File: src/rtl/yutorina_bus_if_if.sv
// Bus-side signal bundle between one CPU master port and the arbiter / address decoder / slaves.
interface yutorina_bus_if_if #(
  parameter int ADDR_W = 30,
  parameter int DATA_W = 32
);
  // Handshake: the master holds bus_req_ low from request until completion. After it sees
  // bus_grnt_ low it drives bus_as_ low for exactly one cycle together with a stable
  // bus_addr/bus_rw/bus_wr_data. The slave completes by pulling bus_rdy_ low for one cycle,
  // with bus_rd_data valid in that same cycle. All strobes are active-low.
  logic              bus_req_;
  logic              bus_grnt_;
  logic              bus_as_;
  logic              bus_rw;
  logic [ADDR_W-1:0] bus_addr;
  logic [DATA_W-1:0] bus_wr_data;
  logic [DATA_W-1:0] bus_rd_data;
  logic              bus_rdy_;

  modport master (
    output bus_req_, bus_as_, bus_rw, bus_addr, bus_wr_data,
    input  bus_grnt_, bus_rd_data, bus_rdy_
  );

  modport slave (
    input  bus_req_, bus_as_, bus_rw, bus_addr, bus_wr_data,
    output bus_grnt_, bus_rd_data, bus_rdy_
  );
endinterface

File: src/rtl/yutorina_bus_if.sv
// CPU-side bus interface unit: turns a pipeline memory request into an arbitrated, handshaked
// bus transaction, stalls the pipeline until the slave answers and holds read data while frozen.
module yutorina_bus_if #(
  parameter int ADDR_W  = 30,
  parameter int DATA_W  = 32,
  parameter int TIMEOUT = 16   // must be >= 2
) (
  input  logic              clk,
  input  logic              rst,
  input  logic              stall,
  input  logic              flush,
  input  logic              cpu_as_,
  input  logic              cpu_rw,
  input  logic [ADDR_W-1:0] cpu_addr,
  input  logic [DATA_W-1:0] cpu_wr_data,
  output logic [DATA_W-1:0] cpu_rd_data,
  output logic              busy,
  output logic              err,
  output logic [1:0]        dbg_state,
  yutorina_bus_if_if.master bus
);

  localparam int CNT_W = $clog2(TIMEOUT);
  localparam logic [CNT_W-1:0] CNT_LAST = CNT_W'(TIMEOUT - 1);

  typedef enum logic [1:0] {
    IDLE   = 2'd0,
    REQ    = 2'd1,
    ACCESS = 2'd2,
    STALL  = 2'd3
  } state_t;

  state_t            state_q, state_d;
  logic              req_q, req_d;
  logic              as_q, as_d;
  logic              rw_q, rw_d;
  logic [ADDR_W-1:0] addr_q, addr_d;
  logic [DATA_W-1:0] wd_q, wd_d;
  logic [DATA_W-1:0] rd_buf_q, rd_buf_d;
  logic              err_q, err_d;
  logic [CNT_W-1:0]  cnt_q, cnt_d;

  always_comb begin
    state_d     = state_q;
    req_d       = req_q;
    as_d        = 1'b1;
    rw_d        = rw_q;
    addr_d      = addr_q;
    wd_d        = wd_q;
    rd_buf_d    = rd_buf_q;
    err_d       = 1'b0;
    cnt_d       = cnt_q;
    busy        = 1'b0;
    cpu_rd_data = rd_buf_q;

    case (state_q)
      IDLE: begin
        if (!cpu_as_ && !flush) begin
          busy    = 1'b1;
          req_d   = 1'b0;
          state_d = REQ;
        end
      end

      REQ: begin
        busy = 1'b1;
        if (flush) begin
          req_d   = 1'b1;
          state_d = IDLE;
        end else if (!bus.bus_grnt_) begin
          as_d    = 1'b0;
          rw_d    = cpu_rw;
          addr_d  = cpu_addr;
          wd_d    = cpu_wr_data;
          cnt_d   = '0;
          state_d = ACCESS;
        end
      end

      ACCESS: begin
        // flush is deliberately not looked at: once the strobe is out the access must finish
        if (!bus.bus_rdy_) begin
          cpu_rd_data = bus.bus_rd_data;
          rd_buf_d    = bus.bus_rd_data;
          req_d       = 1'b1;
          state_d     = stall ? STALL : IDLE;
        end else begin
          busy = 1'b1;
          if (cnt_q == CNT_LAST) begin
            err_d    = 1'b1;
            rd_buf_d = '0;
            req_d    = 1'b1;
            state_d  = stall ? STALL : IDLE;
          end else begin
            cnt_d = cnt_q + 1'b1;
          end
        end
      end

      STALL: begin
        if (!stall) state_d = IDLE;
      end

      default: state_d = IDLE;
    endcase
  end

  always_ff @(posedge clk or negedge rst) begin
    if (!rst) begin
      state_q  <= IDLE;
      req_q    <= 1'b1;
      as_q     <= 1'b1;
      rw_q     <= 1'b1;
      addr_q   <= '0;
      wd_q     <= '0;
      rd_buf_q <= '0;
      err_q    <= 1'b0;
      cnt_q    <= '0;
    end else begin
      state_q  <= state_d;
      req_q    <= req_d;
      as_q     <= as_d;
      rw_q     <= rw_d;
      addr_q   <= addr_d;
      wd_q     <= wd_d;
      rd_buf_q <= rd_buf_d;
      err_q    <= err_d;
      cnt_q    <= cnt_d;
    end
  end

  assign bus.bus_req_    = req_q;
  assign bus.bus_as_     = as_q;
  assign bus.bus_rw      = rw_q;
  assign bus.bus_addr    = addr_q;
  assign bus.bus_wr_data = wd_q;
  assign err             = err_q;
  assign dbg_state       = state_q;

endmodule

File: src/flat_wrapper.sv
// flat-port wrapper written by rule: the top's interface ports become plain ports
module yutorina_bus_if_flat 
#(
  parameter int ADDR_W  = 30,
  parameter int DATA_W  = 32,
  parameter int TIMEOUT = 16                  
)
  (clk, rst, stall, flush, cpu_as_, cpu_rw, cpu_addr, cpu_wr_data, cpu_rd_data, busy, err, dbg_state, bus_bus_req_, bus_bus_as_, bus_bus_rw, bus_bus_addr, bus_bus_wr_data, bus_bus_grnt_, bus_bus_rd_data, bus_bus_rdy_);
  yutorina_bus_if_if #(.ADDR_W(ADDR_W), .DATA_W(DATA_W)) bus_i ();
  input  logic clk;
  input  logic rst;
  input  logic stall;
  input  logic flush;
  input  logic cpu_as_;
  input  logic cpu_rw;
  input  logic [ADDR_W-1:0] cpu_addr;
  input  logic [DATA_W-1:0] cpu_wr_data;
  output logic [DATA_W-1:0] cpu_rd_data;
  output logic busy;
  output logic err;
  output logic [1:0] dbg_state;
  output wire logic [$bits(bus_i.bus_req_)-1:0] bus_bus_req_;
  output wire logic [$bits(bus_i.bus_as_)-1:0] bus_bus_as_;
  output wire logic [$bits(bus_i.bus_rw)-1:0] bus_bus_rw;
  output wire logic [$bits(bus_i.bus_addr)-1:0] bus_bus_addr;
  output wire logic [$bits(bus_i.bus_wr_data)-1:0] bus_bus_wr_data;
  input wire logic [$bits(bus_i.bus_grnt_)-1:0] bus_bus_grnt_;
  input wire logic [$bits(bus_i.bus_rd_data)-1:0] bus_bus_rd_data;
  input wire logic [$bits(bus_i.bus_rdy_)-1:0] bus_bus_rdy_;
  assign bus_bus_req_ = bus_i.bus_req_;
  assign bus_bus_as_ = bus_i.bus_as_;
  assign bus_bus_rw = bus_i.bus_rw;
  assign bus_bus_addr = bus_i.bus_addr;
  assign bus_bus_wr_data = bus_i.bus_wr_data;
  assign bus_i.bus_grnt_ = bus_bus_grnt_;
  assign bus_i.bus_rd_data = bus_bus_rd_data;
  assign bus_i.bus_rdy_ = bus_bus_rdy_;
  yutorina_bus_if #(.ADDR_W(ADDR_W), .DATA_W(DATA_W), .TIMEOUT(TIMEOUT)) u_core (.clk(clk), .rst(rst), .stall(stall), .flush(flush), .cpu_as_(cpu_as_), .cpu_rw(cpu_rw), .cpu_addr(cpu_addr), .cpu_wr_data(cpu_wr_data), .cpu_rd_data(cpu_rd_data), .busy(busy), .err(err), .dbg_state(dbg_state), .bus(bus_i));
endmodule
File: config.mk
export PLATFORM = sky130hd
export DESIGN_NAME = yutorina_bus_if_flat
export DESIGN_NICKNAME = d
export VERILOG_FILES = /design/src/rtl/yutorina_bus_if_if.sv /design/src/rtl/yutorina_bus_if.sv /design/src/flat_wrapper.sv
export SDC_FILE = /design/constraint.sdc
export NUM_CORES = 1
export LEC_CHECK = 0
export BUFFER_PORTS_ARGS = -buffer_cell sky130_fd_sc_hd__buf_4
export CORE_MARGIN = 10
export CORE_UTILIZATION = 23
export DETAILED_ROUTE_END_ITERATION = 10
export HOLD_SLACK_MARGIN = 0.05
export PLACE_DENSITY = 0.43
export SYNTH_ARGS = -nofsm -noshare
export SYNTH_HDL_FRONTEND = slang
export SYNTH_SLANG_ARGS = --single-unit
File: constraint.sdc
create_clock -name clk -period 2.2 [get_ports clk]
set_clock_uncertainty 0.15 [all_clocks]
set_input_delay 0.11 -clock clk [delete_from_list [all_inputs] [get_ports clk]]
set_output_delay 0.11 -clock clk [all_outputs]
set_load 0.02 [all_outputs]
* Word-level counts from Yosys, hierarchy flattened
Index checks and enable logic that the tools add are counted.
** Word-level totals
- Bits in registers :: 104
- Input bits :: 102
- Output and inout bits :: 101
- Word-level logic and storage cells :: 68
** Operators by class
- Add/subtract/negate cells :: 1
- Eq/ne operators :: 14
- Muxes and demuxes :: 31
- Bitwise operators :: 2
- Reduce and logical (&&, ||, !) cells :: 11
** Operators by type and width (count)
- $mux 32 :: 4
- $mux 4 :: 4
- $mux 2 :: 7
- $mux 1 :: 12
- $ne 2x2->1 const B :: 6
- $pmux 2 s4 :: 1
- $pmux 4 s2 :: 1
- $reduce_and 4->1 :: 2
- $pmux 1 s3 :: 2
- $reduce_and 5->1 :: 1
- $add 4x1->4 const B :: 1
- $eq 2x2->1 const B :: 2
- $eq 4x4->1 const B :: 1
- $ne 2x1->1 const B :: 2
- $ne 3x2->1 const B :: 1
- $ne 3x3->1 const B :: 1
- $reduce_and 3->1 :: 1
- $reduce_bool 3->1 :: 1
- $eq 2x1->1 const B :: 1
- $logic_not 1->1 :: 2
- $logic_not 2->1 :: 1
- $not 1->1 :: 2
- $reduce_and 2->1 :: 1
- $reduce_bool 2->1 :: 1
- $logic_and 1x1->1 :: 1

* Depth between registers and ports, before layout
- Depth after elaboration :: 4
- Mapped depth :: 6
- Gate-level depth less buffers :: 5

* Worst setup path after synthesis
OpenSTA, ideal clock, no wires.
- Kind :: register to output
- Start point :: register u_core.state_q[0], in the netlist u_core.dbg_state[0]
- End point :: output port cpu_rd_data[0]
- Data arrival time :: 1.680 ns
- Required time :: 1.940 ns
- Path slack :: 0.260 ns
- Cell stages (with the launch flop) :: 7
- Buffers on the path :: 2
- Cells stage by stage :: dfrtp_1 > inv_1 > ha_1 > nor2b_1 > buf_4 > buf_6 > mux2_2
** Between the ends
- Word-level cells in the longest chain between the ends :: 2
** Ends and longest elaborated chain
- start, declared :: RTL line yutorina_bus_if.sv:33 : state_t state_q, state_d;
- start signal, assigned :: RTL line yutorina_bus_if.sv:120 : state_q <= state_d;
- $eq 2x2->1 :: RTL line yutorina_bus_if.sv:56 : case (state_q)
- $mux 32 :: RTL line yutorina_bus_if.sv:56
- end, declared :: RTL line flat_wrapper.sv:18 : output logic [DATA_W-1:0] cpu_rd_data;
No other way between the ends.

* Worst setup path in the final report
- Start point :: register u_core.state_q[0], in the netlist u_core.dbg_state[0]
- End point :: output port cpu_rd_data[31]
Same word-level chain as after synthesis.

==> reports/summary.txt <==
Die area: 25800 um^2
Placer congestion estimate: 0.745
FMAX: 0.469 GHz
Switching share of total power: 36.5%
GR Overflow Total: 0
Library cells used by synthesis: 34
Hold crit path type: input port to async pin
Tcrit/Tclk final: 96.8%
Worst R2R Setup Slack: 0.12 ns
Vias in the first global route: 4195
Switching power: 3.77 mW
Maximum vdd drop: 0.539 mV
Mapped cell area: 4550 um^2
CTS clk-pin slew, worst paths: 0.07 ns
Antenna-violating nets left: 0
Setup TNS: 0 ns
Row count: 51
Largest net degree at the start of global routing: 40
Number of setup violations in the final report: 0
PD cells: 1270 nW/um^2
Classification of the worst setup path: flop to output port
Core ar.: 19500 um^2
GRT Resource Usage Total: 12.1%
Mapped Cells: 306
Outcome: complete, no violations
Pre-CTS WS: 0.171 ns
DIE WIDTH: 161 um
CTS tree: built
Initial Util: 23.4%
Global-route wire length before repair: 24900 um
Slew margin rel.: 63.2%
N_diodes: 0
Routed via count: 3776
Worst-Margin Slew: 0.552 ns
Htree depth: 3
CP required: 1.94 ns
Residual DRC: 0
RSZ-0062 raised after global routing: yes
Layout cells sized above 1: 55.7%
Total wire length: 15800 um
Clock latency on the worst-skew pair: 0.35 ns
Sink Count: 104
Fin worst setup slack: 0.0700 ns
Crit Reg-Reg Startpoint: u_core.dbg_state[1]$_DFFE_PN0P_
Min cycle time layout: 2.13 ns
Met3 Wirelength: 1110 um
Max Used Layer: met4
Gate power share: 51.6%
IO Count: 203
Initial DRC Count: 153
CP Capture Type: output port
CP max FO: 6
MaxCap Viol Count: 0
Post-synthesis sequential area ratio: 57.3%
Drt via density: 4.21
Die height: 161 um
Core Util, Final: 41.8%
Slew Limit Fails: 0
Area growth syn-to-layout: 79.2%
CTS max path bufs: 2
Seq cells post-synth: 104
Nets: 737
CP arrival: 1.87 ns
Post-synthesis net count: 416
Ys Warns: 0
TritonCTS buffer count: 9
Initial DRT Pass Iterations: 4
Port Buffers: 202
Final Cell Area: 8140 um^2
Root buffer cell: clkbuf_16
Sequential Power Share: 32.0%
Hold Violations, Final: 0
WL per Instance: 17.6 um
Avg Inst Size Synth: 14.9 um^2
Met1 WL: 7100 um
Clock network power share: 16.5%
Critical Path Start: u_core.dbg_state[0]$_DFFE_PN0P_
Cell Int Power: 6.56 mW
Placed Instance Area: 6420 um^2
Initial antenna violation count: 0
Startpoint types: flop
Post-DP HPWL: 10700 um
Met2 wire length: 7420 um
Static Leak: 3.81 nW
[worst max-delay path, stage by stage (launching register included)]
cell	delay, ns
dfrtp_1	0.39
inv_2	0.09
ha_4	0.13
nor2b_4	0.17
buf_6	0.15
buf_12	0.14
mux2_4	0.31
buf_6	0.14
[cells in the final DEF, fill, tap and decap left out, types with 3 or more instances in the layout]
cell           synthesis  routed
mux2_2                97      75
and3_1                 3       3
buf_12                 0       7
dlygate4sd3_1          0     102
clkbuf_16              0      10
a21oi_1                4       4
buf_4                  4     180
nor2_1                 4       4
o21ai_0                3       3
dfstp_2                3       3
ha_1                   8       6
inv_1                  5       4
nand3_1                3       3
nand2_1                5       5
dfrtp_1              101     101
mux2_4                 1      23
buf_6                  9      35
a22o_1                32      32
[Yosys cell counts]
cell type	instances	area share, %
mux2_4	1	0.33
mux2_2	97	24
ha_1	8	2.2
a21boi_0	1	0.17
a31oi_1	2	0.28
dfrtp_1	101	56
o21ai_0	3	0.33
a22o_1	32	6.2
o211ai_1	1	0.17
dfstp_2	3	1.7
a21oi_1	4	0.44
nand2b_1	1	0.14
nor2_8	1	0.44
buf_4	4	0.66
buf_2	4	0.44
o21ai_2	1	0.19
o2111ai_2	1	0.33
o2111ai_1	1	0.19
nand3_1	3	0.33
nand2_1	5	0.41
buf_6	9	2.2
nand3b_1	1	0.17
inv_1	5	0.41
o21ai_1	1	0.11
and3_4	1	0.25
and2_4	1	0.19
nor2b_1	2	0.28
a211o_1	1	0.19
nor2_1	4	0.33
and3_1	3	0.41
a221oi_1	1	0.19
nand4_1	1	0.14
mux2i_1	1	0.22
nand2b_4	1	0.30
[per-layer routing]
| layer | up-vias | global-route usage (%) |
|---|---|---|
| li1 | 1760 | - |
| met1 | 1850 | 15.3 |
| met2 | 154 | 19.3 |
| met5 | - | 0 |
| met4 | 0 | 3.76 |
| met3 | 12 | 3.71 |
[flip-flops by register name, indices dropped and copies added, names as in the netlist]
register,flops
u_core.bus.bus_wr_data,32
u_core.rd_buf_q,32
u_core.bus.bus_addr,30
u_core.cnt_q,4
u_core.dbg_state,2
u_core.bus.bus_as_,1
u_core.bus.bus_req_,1
u_core.bus.bus_rw,1
u_core.err,1
[through the flow]
step | power [mW] | instances | hold WS [ns]
final | 10.3 | 897 | 0.142
after global routing | 11.0 | 897 | 0.177
after CTS | 10.2 | 897 | 0.154
after detailed placement | 8.13 | 768 | -0.0109
after global placement | 8.08 | 768 | -0.00439
after floorplan | 5.95 | 306 | -0.336
[what timing repair did]
| action | in CTS | in global routing |
|---|---|---|
| hold buffers | 102 | 0 |
| pin swaps | 0 | 1 |
| hold endpoints to repair | 192 | 0 |
| cloned | 3 | 1 |
| endpoints found under the setup margin | 32 | 66 |
| setup buffers | 8 | 1 |
| resized for setup | 24 | 42 |
[path summary, 6_finish.rpt]
path / to / cells after the start
min in group clk: u_core.rd_buf_q[1]$_DFFE_PN0P_ / 1
hold / removal: u_core.bus.bus_addr[15]$_DFFE_PN0P_ / 2
hold reg to reg: u_core.rd_buf_q[1]$_DFFE_PN0P_ / 1
setup reg to reg: u_core.bus.bus_addr[4]$_DFFE_PN0P_ / 7
max in group asynchronous: u_core.bus.bus_rw$_DFFE_PN1P_ / 3
setup / recovery: cpu_rd_data[31] / 7
[logic make-up after synthesis]
family,count (synthesis),share of synthesized area [%]
multiplexers,99,24.6
AO/OA/AOI/OAI,49,8.75
AND/OR/NAND/NOR,24,3.39
buffers and inverters,22,3.74
adder cells (fa/ha/maj),8,2.20
flip-flops,104,57.3
[power by group through the flow]
stage / clock network, mW / logic, mW / registers (mW)
after floorplan: 0 / 1.92 / 4.03
after global placement: 0 / 4.77 / 3.31
after detailed placement: 0 / 4.81 / 3.32
after CTS: 1.79 / 5.17 / 3.29
after global routing: 1.86 / 5.69 / 3.43
final: 1.70 / 5.33 / 3.30
[cell type report]
cell class              instances  area [um^2]
multi-input cells             180         1880
inverters                       5         18.8
flip-flops and latches        104         2610
repair buffers                327         2990
clock buffers                  10          239
well taps                     265          332
fillers                      1830        11300
clock inverters                 6         75.1
Power figures use the tool's default switching activity.
